[src/rtl/reg_share_arbiter.sv]
// Round-robin access controller for one shared DATA_W-bit register among N_REQ requesters.
// Optional macro SHARE_LOCK_EN adds i_lock, letting the owner suppress the MAX_HOLD timeout.
module reg_share_arbiter #(
  parameter int N_REQ    = 4,
  parameter int DATA_W   = 8,
  parameter int MAX_HOLD = 8
) (
  input  logic                                          i_clk,
  input  logic                                          i_rst,
  input  logic [N_REQ-1:0]                              i_req,
  input  logic [N_REQ-1:0]                              i_we,
  input  logic [N_REQ*DATA_W-1:0]                       i_wdata,
`ifdef SHARE_LOCK_EN
  input  logic                                          i_lock,
`endif
  output logic [N_REQ-1:0]                              o_gnt,
  output logic [((N_REQ > 2) ? $clog2(N_REQ) : 1)-1:0]  o_gnt_id,
  output logic                                          o_busy,
  output logic [DATA_W-1:0]                             o_q,
  output logic [N_REQ-1:0]                              o_wr_ack
);

  localparam int IDW = (N_REQ > 2) ? $clog2(N_REQ) : 1;
  localparam int HCW = (MAX_HOLD > 1) ? $clog2(MAX_HOLD) : 1;
  localparam logic [HCW-1:0] HOLD_LAST = HCW'(MAX_HOLD - 1);
  localparam logic [IDW-1:0] LAST_ID   = IDW'(N_REQ - 1);

  typedef enum logic {IDLE, GRANT} state_t;

  state_t            state;
  logic [IDW-1:0]    ptr;
  logic [HCW-1:0]    hcnt;
  logic              found;
  logic [IDW-1:0]    pick;
  logic              own_req;
  logic              own_we;
  logic              lock_hold;
  logic [DATA_W-1:0] own_wdata;

  function automatic logic [N_REQ-1:0] onehot(input logic [IDW-1:0] id);
    onehot     = '0;
    onehot[id] = 1'b1;
  endfunction

  // First active requester at or above ptr, wrapping past N_REQ-1.
  always_comb begin
    int idx;
    found = 1'b0;
    pick  = '0;
    idx   = 0;
    for (int i = 0; i < N_REQ; i++) begin
      idx = int'(ptr) + i;
      if (idx >= N_REQ) idx = idx - N_REQ;
      if (!found && i_req[idx]) begin
        found = 1'b1;
        pick  = IDW'(idx);
      end
    end
  end

  assign own_req   = i_req[o_gnt_id];
  assign own_we    = i_we[o_gnt_id];
  assign own_wdata = i_wdata[o_gnt_id*DATA_W +: DATA_W];

`ifdef SHARE_LOCK_EN
  assign lock_hold = i_lock & own_req;
`else
  assign lock_hold = 1'b0;
`endif

  always_ff @(posedge i_clk) begin
    if (i_rst) begin
      state    <= IDLE;
      ptr      <= '0;
      hcnt     <= '0;
      o_gnt    <= '0;
      o_gnt_id <= '0;
      o_busy   <= 1'b0;
      o_q      <= '0;
      o_wr_ack <= '0;
    end else begin
      o_wr_ack <= '0;
      case (state)
        IDLE: begin
          if (found) begin
            o_gnt    <= onehot(pick);
            o_gnt_id <= pick;
            o_busy   <= 1'b1;
            hcnt     <= '0;
            state    <= GRANT;
          end
        end
        GRANT: begin
          // A write on the releasing edge still lands, as long as the owner is requesting.
          if (own_req && own_we) begin
            o_q      <= own_wdata;
            o_wr_ack <= onehot(o_gnt_id);
          end
          if (!own_req || (hcnt == HOLD_LAST && !lock_hold)) begin
            o_gnt  <= '0;
            o_busy <= 1'b0;
            ptr    <= (o_gnt_id == LAST_ID) ? '0 : o_gnt_id + 1'b1;
            state  <= IDLE;
          end else if (hcnt != HOLD_LAST) begin
            hcnt <= hcnt + 1'b1;
          end
        end
        default: state <= IDLE;
      endcase
    end
  end

endmodule

[config.mk]
export PLATFORM = sky130hd
export DESIGN_NAME = reg_share_arbiter
export DESIGN_NICKNAME = d
export VERILOG_FILES = /design/src/rtl/reg_share_arbiter.sv
export SDC_FILE = /design/constraint.sdc
export NUM_CORES = 1
export LEC_CHECK = 0
export CELL_PAD_IN_SITES_DETAIL_PLACEMENT = 0
export CELL_PAD_IN_SITES_GLOBAL_PLACEMENT = 1
export CORE_ASPECT_RATIO = 1.25
export CORE_UTILIZATION = 30
export CTS_CLUSTER_SIZE = 14
export DETAILED_ROUTE_END_ITERATION = 10
export GPL_ROUTABILITY_DRIVEN = 0
export PLACE_DENSITY = 0.8
export SLEW_MARGIN = 5
export SYNTH_ARGS = -nofsm -noshare
export SYNTH_HDL_FRONTEND = slang
export SYNTH_SLANG_ARGS = --single-unit
[constraint.sdc]
create_clock -name i_clk -period 2.2 [get_ports i_clk]
set_input_delay 0.44 -clock i_clk [delete_from_list [all_inputs] [get_ports i_clk]]
set_output_delay 0.44 -clock i_clk [all_outputs]
set_load 0.1 [all_outputs]
== Yosys cells after proc, flatten, opt, wreduce, memory -nomap -nowiden ==
Cells that the tools add are included.

* Input bits: 42
* Output and inout port bits: 19
* Logic and storage cells: 102
* Bits in registers: 25

* Eq/ne operators: 7
* Mux-type cells: 46
* Bitwise logic cells: 2
* Reductions and logical operators: 17
* Order comparisons: 12
* Shift-type cells: 1
* Add/subtract/negate cells: 9

{| class="wikitable"
|+ Operator list
! kind !! count
|-
| 32-bit by 4-bit less-than comparator with 1-bit output (second input constant) || 4
|-
| 32-bit 2-to-1 mux || 4
|-
| 32-bit by 6-bit indexed part select with 8-bit output || 1
|-
| 1-bit 2-to-1 mux || 20
|-
| 1-bit binary-select mux with 2-bit select || 6
|-
| 3-bit by 3-bit subtractor with 4-bit output (second input constant) || 3
|-
| 2-bit 2-to-1 mux || 5
|-
| 3-bit >= comparator (second input constant) || 3
|-
| 3-bit 2-to-1 mux || 3
|-
| 4-bit 2-to-1 mux || 2
|-
| 4-bit case mux with 2 select lines || 1
|-
| 2-bit AND reduction || 4
|-
| 2-bit by 2-bit adder with 3-bit output (second input constant) || 2
|-
| 1-bit logical AND || 6
|-
| 2-bit by 3-bit less-than comparator with 1-bit output (second input constant) || 2
|-
| 3-bit case mux with 2 select lines || 1
|-
| 1-bit demux with 2-bit select || 2
|-
| 2-bit by 1-bit >= comparator with 1-bit output (second input constant) || 2
|-
| 1-bit zero test || 4
|-
| 2-bit by 1-bit != test with 1-bit output (second input constant) || 2
|-
| 2-bit != test (second input constant) || 2
|-
| 1-bit case mux with 2 select lines || 2
|-
| 2-bit by 3-bit subtractor with 4-bit output (second input constant) || 1
|-
| 2-bit by 1-bit adder with 3-bit output (second input constant) || 1
|-
| 10 further kinds || 11
|}

== Depth between registers and ports, before layout ==
Gate-level depths: netlist (run 1).

* Depth in word-level cells: 21
* Gate-level depth with buffers: 6
* Depth with buffers taken out: 6

== Worst setup path before layout (run 1) ==
OpenSTA, ideal clock, no wires.

* Path kind: flip-flop to flip-flop
* From: register o_gnt_id[0] (netlist bit)
* To: register o_gnt[0]
* Path slack: -145 ps
* Library setup time: 119 ps
* Period minus slack after synthesis: 2345 ps
* Data arrival time: 2227 ps
* Cell stages (with the launch flop): 5
* Data required time: 2081 ps
* Buffers on the path: 0
* Cell sequence: dfxtp_1 mux4_2 a21boi_4 nor3_2 a32o_1

* Longest elaborated chain between the ends: 6

{| class="wikitable"
|+ RTL lines
! what !! RTL line !! RTL
|-
| start: declaration || 17 || <nowiki>output logic [((N_REQ > 2) ? $clog2(N_REQ) : 1)-1:0] o_gnt_id,</nowiki>
|-
| start signal: assignment || 87 || <nowiki>o_gnt_id <= pick;</nowiki>
|-
| 1-bit binary-select mux with 2-bit select || 61 || <nowiki>assign own_req = i_req[o_gnt_id];</nowiki>
|-
| 1-bit 2-to-1 mux (implied by the code) || 61 ||
|-
| 1-bit zero test || 99 || <nowiki>if (!own_req || (hcnt == HOLD_LAST && !lock_hold)) begin</nowiki>
|-
| 1-bit logical OR || 99 ||
|-
| 2-bit by 1-bit != test with 1-bit output (no line) || - ||
|-
| 2-bit AND reduction (no line) || - ||
|-
| end signal: assignment || 86 || <nowiki>o_gnt <= onehot(pick);</nowiki>
|-
| end: declaration || 16 || <nowiki>output logic [N_REQ-1:0] o_gnt,</nowiki>
|}

No other way between the ends. The select of a mux whose other input is x is not followed.
A chain may end at the register's enable or synchronous reset.

== Worst setup path in the final report (run 1) ==
* From: input port i_req[0]
* To: register o_gnt[3]

* Longest elaborated chain between the ends: 19
* Elaborated cells between the ends (all ways): 40
* Those cells by class: 2 x order compare; 2 x eq/ne; 26 x mux; 10 x reduce/logical

{| class="wikitable"
|+ RTL lines
! what !! RTL line !! RTL
|-
| start: declaration || 10 || <nowiki>input logic [N_REQ-1:0] i_req,</nowiki>
|-
| 1-bit binary-select mux with 2-bit select || 54 || <nowiki>if (!found && i_req[idx]) begin</nowiki>
|-
| 1-bit 2-to-1 mux (implied by the code) (2 in series) || 54 ||
|-
| 1-bit 2-to-1 mux || 54 ||
|-
| 1-bit zero test || 54 ||
|-
| 1-bit logical AND || 54 ||
|-
| 1-bit 2-to-1 mux || 54 ||
|-
| 1-bit zero test || 54 ||
|-
| 1-bit logical AND || 54 ||
|-
| (+2 left out) || - ||
|-
| 1-bit logical AND || 54 ||
|-
| 2-bit 2-to-1 mux || 54 ||
|-
| 2-bit by 3-bit less-than comparator with 1-bit output (implied by the code) / 2-bit by 1-bit >= comparator with 1-bit output (equally long branches) || 42 || <nowiki>onehot[id] = 1'b1;</nowiki>
|-
| 1-bit logical AND (implied by the code) || 42 ||
|-
| 1-bit 2-to-1 mux (implied by the code) || 42 ||
|-
| 1-bit demux with 2-bit select || 42 ||
|-
| 4-bit 2-to-1 mux || 85 || <nowiki>if (found) begin</nowiki>
|-
| 4-bit case mux with 2 select lines || 83 || <nowiki>case (state)</nowiki>
|}

Parallel ways exist; a longest one is shown, timed or not. The select of a mux whose other input is x is not followed.

==> results of run 1 <==
-- registers in the layout, summed over array words and instances, names as in the netlist --
name      flops
o_q           8
o_gnt         4
ptr           2
o_wr_ack      4
state         1
hcnt          3
o_gnt_id      2
o_busy        1
-- power by group --
part	total [W]	leakage [nW]	switching (W)	internal, W
logic	0.000432	0.615	0.000242	0.000190
clock network	0.000266	0.0255	0.000139	0.000127
registers	0.000509	0.204	0.0000309	0.000478
-- metal layers --
layer | share of wire [%] | global-route usage [%] | vias to the layer above
met5 | 0 | 0 | -
met2 | 54 | 29.9 | 38
met1 | 38 | 14.6 | 583
li1 | - | - | 570
met4 | 1.6 | 5.68 | 0
met3 | 6.2 | 3.74 | 6
-- layout make-up --
type	count	area (um2)	share of cell area [%]
timing repair buffer	66	623	30.8
tap	56	70.1	3.46
multi-input combinational	84	763	37.7
sequential	25	502	24.8
inverter	5	18.8	0.928
clock inverter	1	5.00	0.247
clock buffer	3	41.3	2.04
-- kinds of logic (layout without fill, tap and decap cells) --
logic type      Yosys count  count (layout)
compound gates           18              18
flops                    25              25
simple gates             39              39
buf+inv                  11              75
fa+ha+maj                 6               6
mux                      21              21
-- critical path: stages --
cell and delay [ns]:
clkdlybuf4s50_1 0.49, mux4_2 0.57, a21boi_4 0.24, nor3_2 0.09, a32o_1 0.23
-- cells in the mapped netlist --
| library cell | instances | area share (%) |
|---|---|---|
| nand3_1 | 3 | 1.1 |
| a21boi_4 | 1 | 1.4 |
| o221a_2 | 1 | 0.86 |
| nor3_2 | 1 | 0.76 |
| dfxtp_1 | 25 | 38 |
| a311oi_1 | 1 | 0.67 |
| a32o_1 | 4 | 3.0 |
| nand2_1 | 3 | 0.86 |
| or2_1 | 1 | 0.48 |
| buf_1 | 1 | 0.29 |
| nand3_2 | 1 | 0.76 |
| nor2b_1 | 3 | 1.4 |
| o31ai_1 | 2 | 1.1 |
| nor2_2 | 1 | 0.48 |
| mux4_2 | 9 | 15 |
| buf_6 | 1 | 0.86 |
| and3_1 | 1 | 0.48 |
| nor4_1 | 1 | 0.48 |
| mux2i_1 | 11 | 8.4 |
| mux4_1 | 1 | 2.0 |
| o21ai_0 | 2 | 0.76 |
| a22o_1 | 1 | 0.67 |
| or2_2 | 1 | 0.48 |
| o221ai_1 | 1 | 0.67 |
| nand4_1 | 1 | 0.48 |
| a21oi_1 | 5 | 1.9 |
| inv_1 | 5 | 1.4 |
| nand2b_1 | 2 | 0.95 |
| and2_1 | 5 | 2.4 |
| nor2_1 | 15 | 4.3 |
| clkbuf_1 | 2 | 0.57 |
| ha_1 | 6 | 5.7 |
| buf_2 | 2 | 0.76 |
-- how the worst max path moves through the flow --
stage	start	end	slack (ns)	cells past startpoint
final	i_req[0]	o_gnt[3]	0.29	5
after global routing	i_req[0]	o_q[7]	0.24	5
after CTS	i_req[2]	o_gnt[3]	0.29	6
after detailed placement	i_req[2]	o_gnt[3]	0.02	6
after global placement	i_req[2]	o_gnt[0]	0.04	6
after floorplan	o_gnt_id[1]	o_gnt[0]	0.11	4
-- through the flow --
step           cell area, um2  cells  power [W]
2_1_floorplan            1320    120   0.000796
3_3_place_gp             1980    236   0.000948
3_5_place_dp             1980    236   0.000955
4_1_cts                  2020    240    0.00122
5_1_grt                  2020    240    0.00126
6_report                 2020    240    0.00121
==> impl_metrics.json, run 1 <==
{
  "status": "completed",
  "yosysUniqueCellTypes": 33,
  "routedWlPerCell_um": 14.7,
  "min_from": "hcnt[1]",
  "cts_setup_buffers": 0,
  "track_usage_pct": 15.5,
  "p_per_area_nw_per_um2": 597,
  "finalHoldViolations": 0,
  "clock.fmax_mhz": 525,
  "synth_compound_area_share_pct": 11.1,
  "finalSetupViolCount": 0,
  "min-delay-path-class": "flop to flop",
  "vias_per_cell": 4.99,
  "start_util_pct": 31.8,
  "hold-path-endpoint": "hcnt[1]",
  "fin_ws_ns": 0.294,
  "setup_tns_ns": 0,
  "crit_path_max_fanout": 5,
  "r2r_setup_slack_ns": 0.38,
  "finalClockSkew_ns": 0.00472,
  "synth-adder-area-share_pct": 5.71,
  "cts_num_sinks": 25,
  "cp-start-kind": "input port",
  "htreeDepth": 1,
  "hpwl_um": 2910,
  "min_period_ns": 1.91,
  "yosys_warnings": 0,
  "grt_pass1_wl_um": 5440,
  "ys_ff_latch": 25,
  "clockBufferDepth": 2,
  "dieHeight_um": 76.0,
  "num_antenna_cells": 0,
  "syn_area_um2": 1320,
  "synthToLayoutAreaGrowth_pct": 53.9,
  "worst_pin_slew_ns": 0.497,
  "layout_commonest_cell": "clkdlybuf4s50_1",
  "finalCritPeriodShare_pct": 86.6,
  "drcViolationCount": 0,
  "slew_headroom_pct": 66.6,
  "cts_root_buf": "clkbuf_8",
  "ir_drop_v": 0.000303,
  "syn_inst": 120,
  "syn-num-nets": 168,
  "crit_path_end_kind": "flop",
  "r2r-start": "o_gnt_id[0]",
  "max_cap_viol_count": 0,
  "clock_latency_ns": 0.27,
  "whs_path_depth": 2,
  "nets": 233,
  "antenna_found_initial": 0,
  "synth.area.mux_share_pct": 25.8,
  "required_ns": 2.36,
  "worst_hold_slack_ns": 0.481,
  "p_leak_nw": 0.844,
  "arrival_ns": 2.07,
  "grt_max_degree": 15,
  "die_w_um": 61.2,
  "slew_viol_final": 0,
  "reg2regPathDepth": 4,
  "rsz0062_at_grt": "no",
  "overflow": 0,
  "cts_hold_buf": 0,
  "synthSimpleGateAreaFrac_pct": 15.4,
  "r2r_end": "o_gnt[3]",
  "avgSynthCellArea_um2": 11.0,
  "io_buffer_count": 60,
  "drive_above_1_share_pct": 24.5,
  "synth-xor-area-share_pct": 0,
  "dieArea_um2": 4650,
  "cts_tree": "built",
  "clk_pin_slew_ns": 0.08,
  "num-fill-cells": 405,
  "grt_pass1_vias": 1229,
  "fp.coreArea_um2": 4130,
  "drt_iter0_markers": 24,
  "cts_made_buffers": 3,
  "cts_resized": 0,
  "vias": 1197,
  "pin_count": 61,
  "final_core_util_pct": 49.0,
  "crit_type": "input port to flop",
  "mostFrequentLayoutCells": "clkdlybuf4s50_1, dfxtp_1, buf_4",
  "synth_top_family_by_area": "multiplexers",
  "drtPass1Iterations": 4,
  "drtAntennaViolNets": 0,
  "place_ws_ns": 0.0155,
  "yosysSeqAreaShare_pct": 38.1,
  "rows": 26,
  "wirelength_um": 3520
}
Power figures use the tool's default switching activity.
==> run 2, diff against run 1 <==
Settings changed: SKIP_CTS_REPAIR_TIMING from default to 1.
==> results of run 2 <==
The final DEF is identical to that of run 1; final timing and power are the same.
==> run 3, diff against run 2 <==
Settings changed: ABC_CLOCK_PERIOD_IN_PS from default to 2200, CTS_CLUSTER_SIZE 14 to default, SETUP_SLACK_MARGIN from default to 0.3.
==> run 3 against run 2 <==
Compared with the run above:
- first-iteration DRC count is 67% higher
- combinational power is 3% lower
- final area is 0.31% lower
- count of clock-buffer cells in the layout stayed put
- largest power group unchanged
- critical path type unchanged
- sequential share of layout area is 0.26 points higher
- core utilization is 0.15 points lower
- clock power is 2% higher
- critical path depth stayed put
==> impl_metrics.json, run 3 (same netlist as run 1, synthesis figures left out) <==
{
  "status": "completed",
  "largest_reg_flops": 8,
  "arrival_ns": 1.99,
  "reg2regPathDepth": 4,
  "drcViolationCount": 0,
  "finalClockSkew_ns": 0.00535,
  "p_leak_nw": 0.845,
  "crit_path_end_kind": "flop",
  "hold-path-endpoint": "o_gnt[1]",
  "crit_path_max_fanout": 4,
  "dpl-instance-area_um2": 1950,
  "rows": 26,
  "min_period_ns": 1.83,
  "dieHeight_um": 76.0,
  "htreeDepth": 1,
  "layout_commonest_cell": "clkdlybuf4s50_1",
  "cp-start-kind": "input port",
  "crit_chain": "clkdlybuf4s50_1 > mux4_2 > a21boi_4 > nor3_2 > a32o_1",
  "design_area_um2": 2020,
  "crit_type": "input port to flop",
  "dieArea_um2": 4650,
  "antenna_found_initial": 0,
  "drt_iter0_markers": 40,
  "final_core_util_pct": 48.8,
  "vias": 1191,
  "cts_num_sinks": 25,
  "vias_per_cell": 4.98,
  "slew_headroom_pct": 77.2,
  "largest_register": "o_q",
  "clockBufferDepth": 2,
  "start_util_pct": 31.8,
  "max_cap_viol_count": 0,
  "overflow": 0,
  "worst_pin_slew_ns": 0.342,
  "min-delay-path-class": "flop to flop",
  "fp.coreArea_um2": 4130,
  "finalSetupViolCount": 0,
  "track_usage_pct": 17.2,
  "grt_pass1_wl_um": 5910,
  "finalHoldViolations": 0,
  "die_w_um": 61.2,
  "path_delay_family": "multiplexers",
  "wirelength_um": 3750,
  "num_antenna_cells": 0,
  "finalCritPeriodShare_pct": 83.0,
  "required_ns": 2.36,
  "grt_pass1_vias": 1225,
  "cpMaxStageDelayCell": "mux4_2",
  "clock_latency_ns": 0.27,
  "pin_count": 61,
  "clock.fmax_mhz": 548,
  "largest_registers": "o_q x8, o_gnt x4, o_wr_ack x4",
  "r2r-start": "o_gnt_id[0]",
  "min_from": "o_gnt[1]",
  "rsz0062_at_grt": "no",
  "setup_tns_ns": 0,
  "slew_viol_final": 0,
  "cts_root_buf": "clkbuf_8",
  "mostFrequentLayoutCells": "clkdlybuf4s50_1, buf_4, dfxtp_1",
  "drtPass1Iterations": 4,
  "drive_above_1_share_pct": 25.7,
  "critPathMaxStageDelay_ns": 0.55,
  "ir_drop_v": 0.000258,
  "clk_pin_slew_ns": 0.09,
  "p_per_area_nw_per_um2": 598,
  "nets": 232,
  "routedWlPerCell_um": 15.7,
  "cts_made_buffers": 3,
  "drtAntennaViolNets": 0,
  "cts_tree": "built",
  "io_buffer_count": 60,
  "r2r_end": "o_gnt[2]",
  "grt_max_degree": 17,
  "r2r_setup_slack_ns": 0.39,
  "whs_path_depth": 1,
  "synthToLayoutAreaGrowth_pct": 53.4,
  "path_buf_inv": 1,
  "hpwl_um": 3000
}
[run 3: area by class of cell]
type | count | area [um2]
inverter | 5 | 18.8
tap | 56 | 70.1
clock inverter | 1 | 5.00
clock buffer | 3 | 41.3
multi-input combinational | 84 | 783
sequential | 25 | 505
timing repair buffer | 65 | 593
fill | 416 | 2110
[run 3: power breakdown]
group	switching, W	internal (W)	leakage [nW]
registers	0.0000376	0.000479	0.205
logic	0.000238	0.000181	0.615
clock network	0.000145	0.000127	0.0255
[run 3: worst max-delay path by stage]
stage	start	to	slack [ns]	cells past startpoint
after floorplan	o_gnt_id[0]	o_gnt[0]	0.43	4
after detailed placement	i_req[0]	o_q[5]	0.03	5
after global placement	i_req[0]	o_q[1]	0.06	5
after global routing	i_req[1]	o_gnt[3]	0.31	5
after CTS	i_req[0]	o_q[1]	0.31	5
final	i_req[1]	o_gnt[2]	0.37	5
[run 3: stage by stage]
step	std cells	total power (W)	hold slack, ns	worst slack, ns
final	239	0.00121	0.492	0.374
after global routing	239	0.00127	0.503	0.308
after CTS	239	0.00122	0.490	0.313
after detailed placement	235	0.000944	0.464	0.0284
after global placement	235	0.000935	0.455	0.0586
after floorplan	120	0.000796	0.450	0.428
[run 3: metal layers]
metal / vias to the layer above / GRT usage, % / part of all wire (%)
li1: 566 / - / -
met1: 578 / 18.9 / 38
met2: 41 / 31.3 / 54
met3: 6 / 2.89 / 6.2
met4: 0 / 6.36 / 2.1
met5: - / 0 / 0
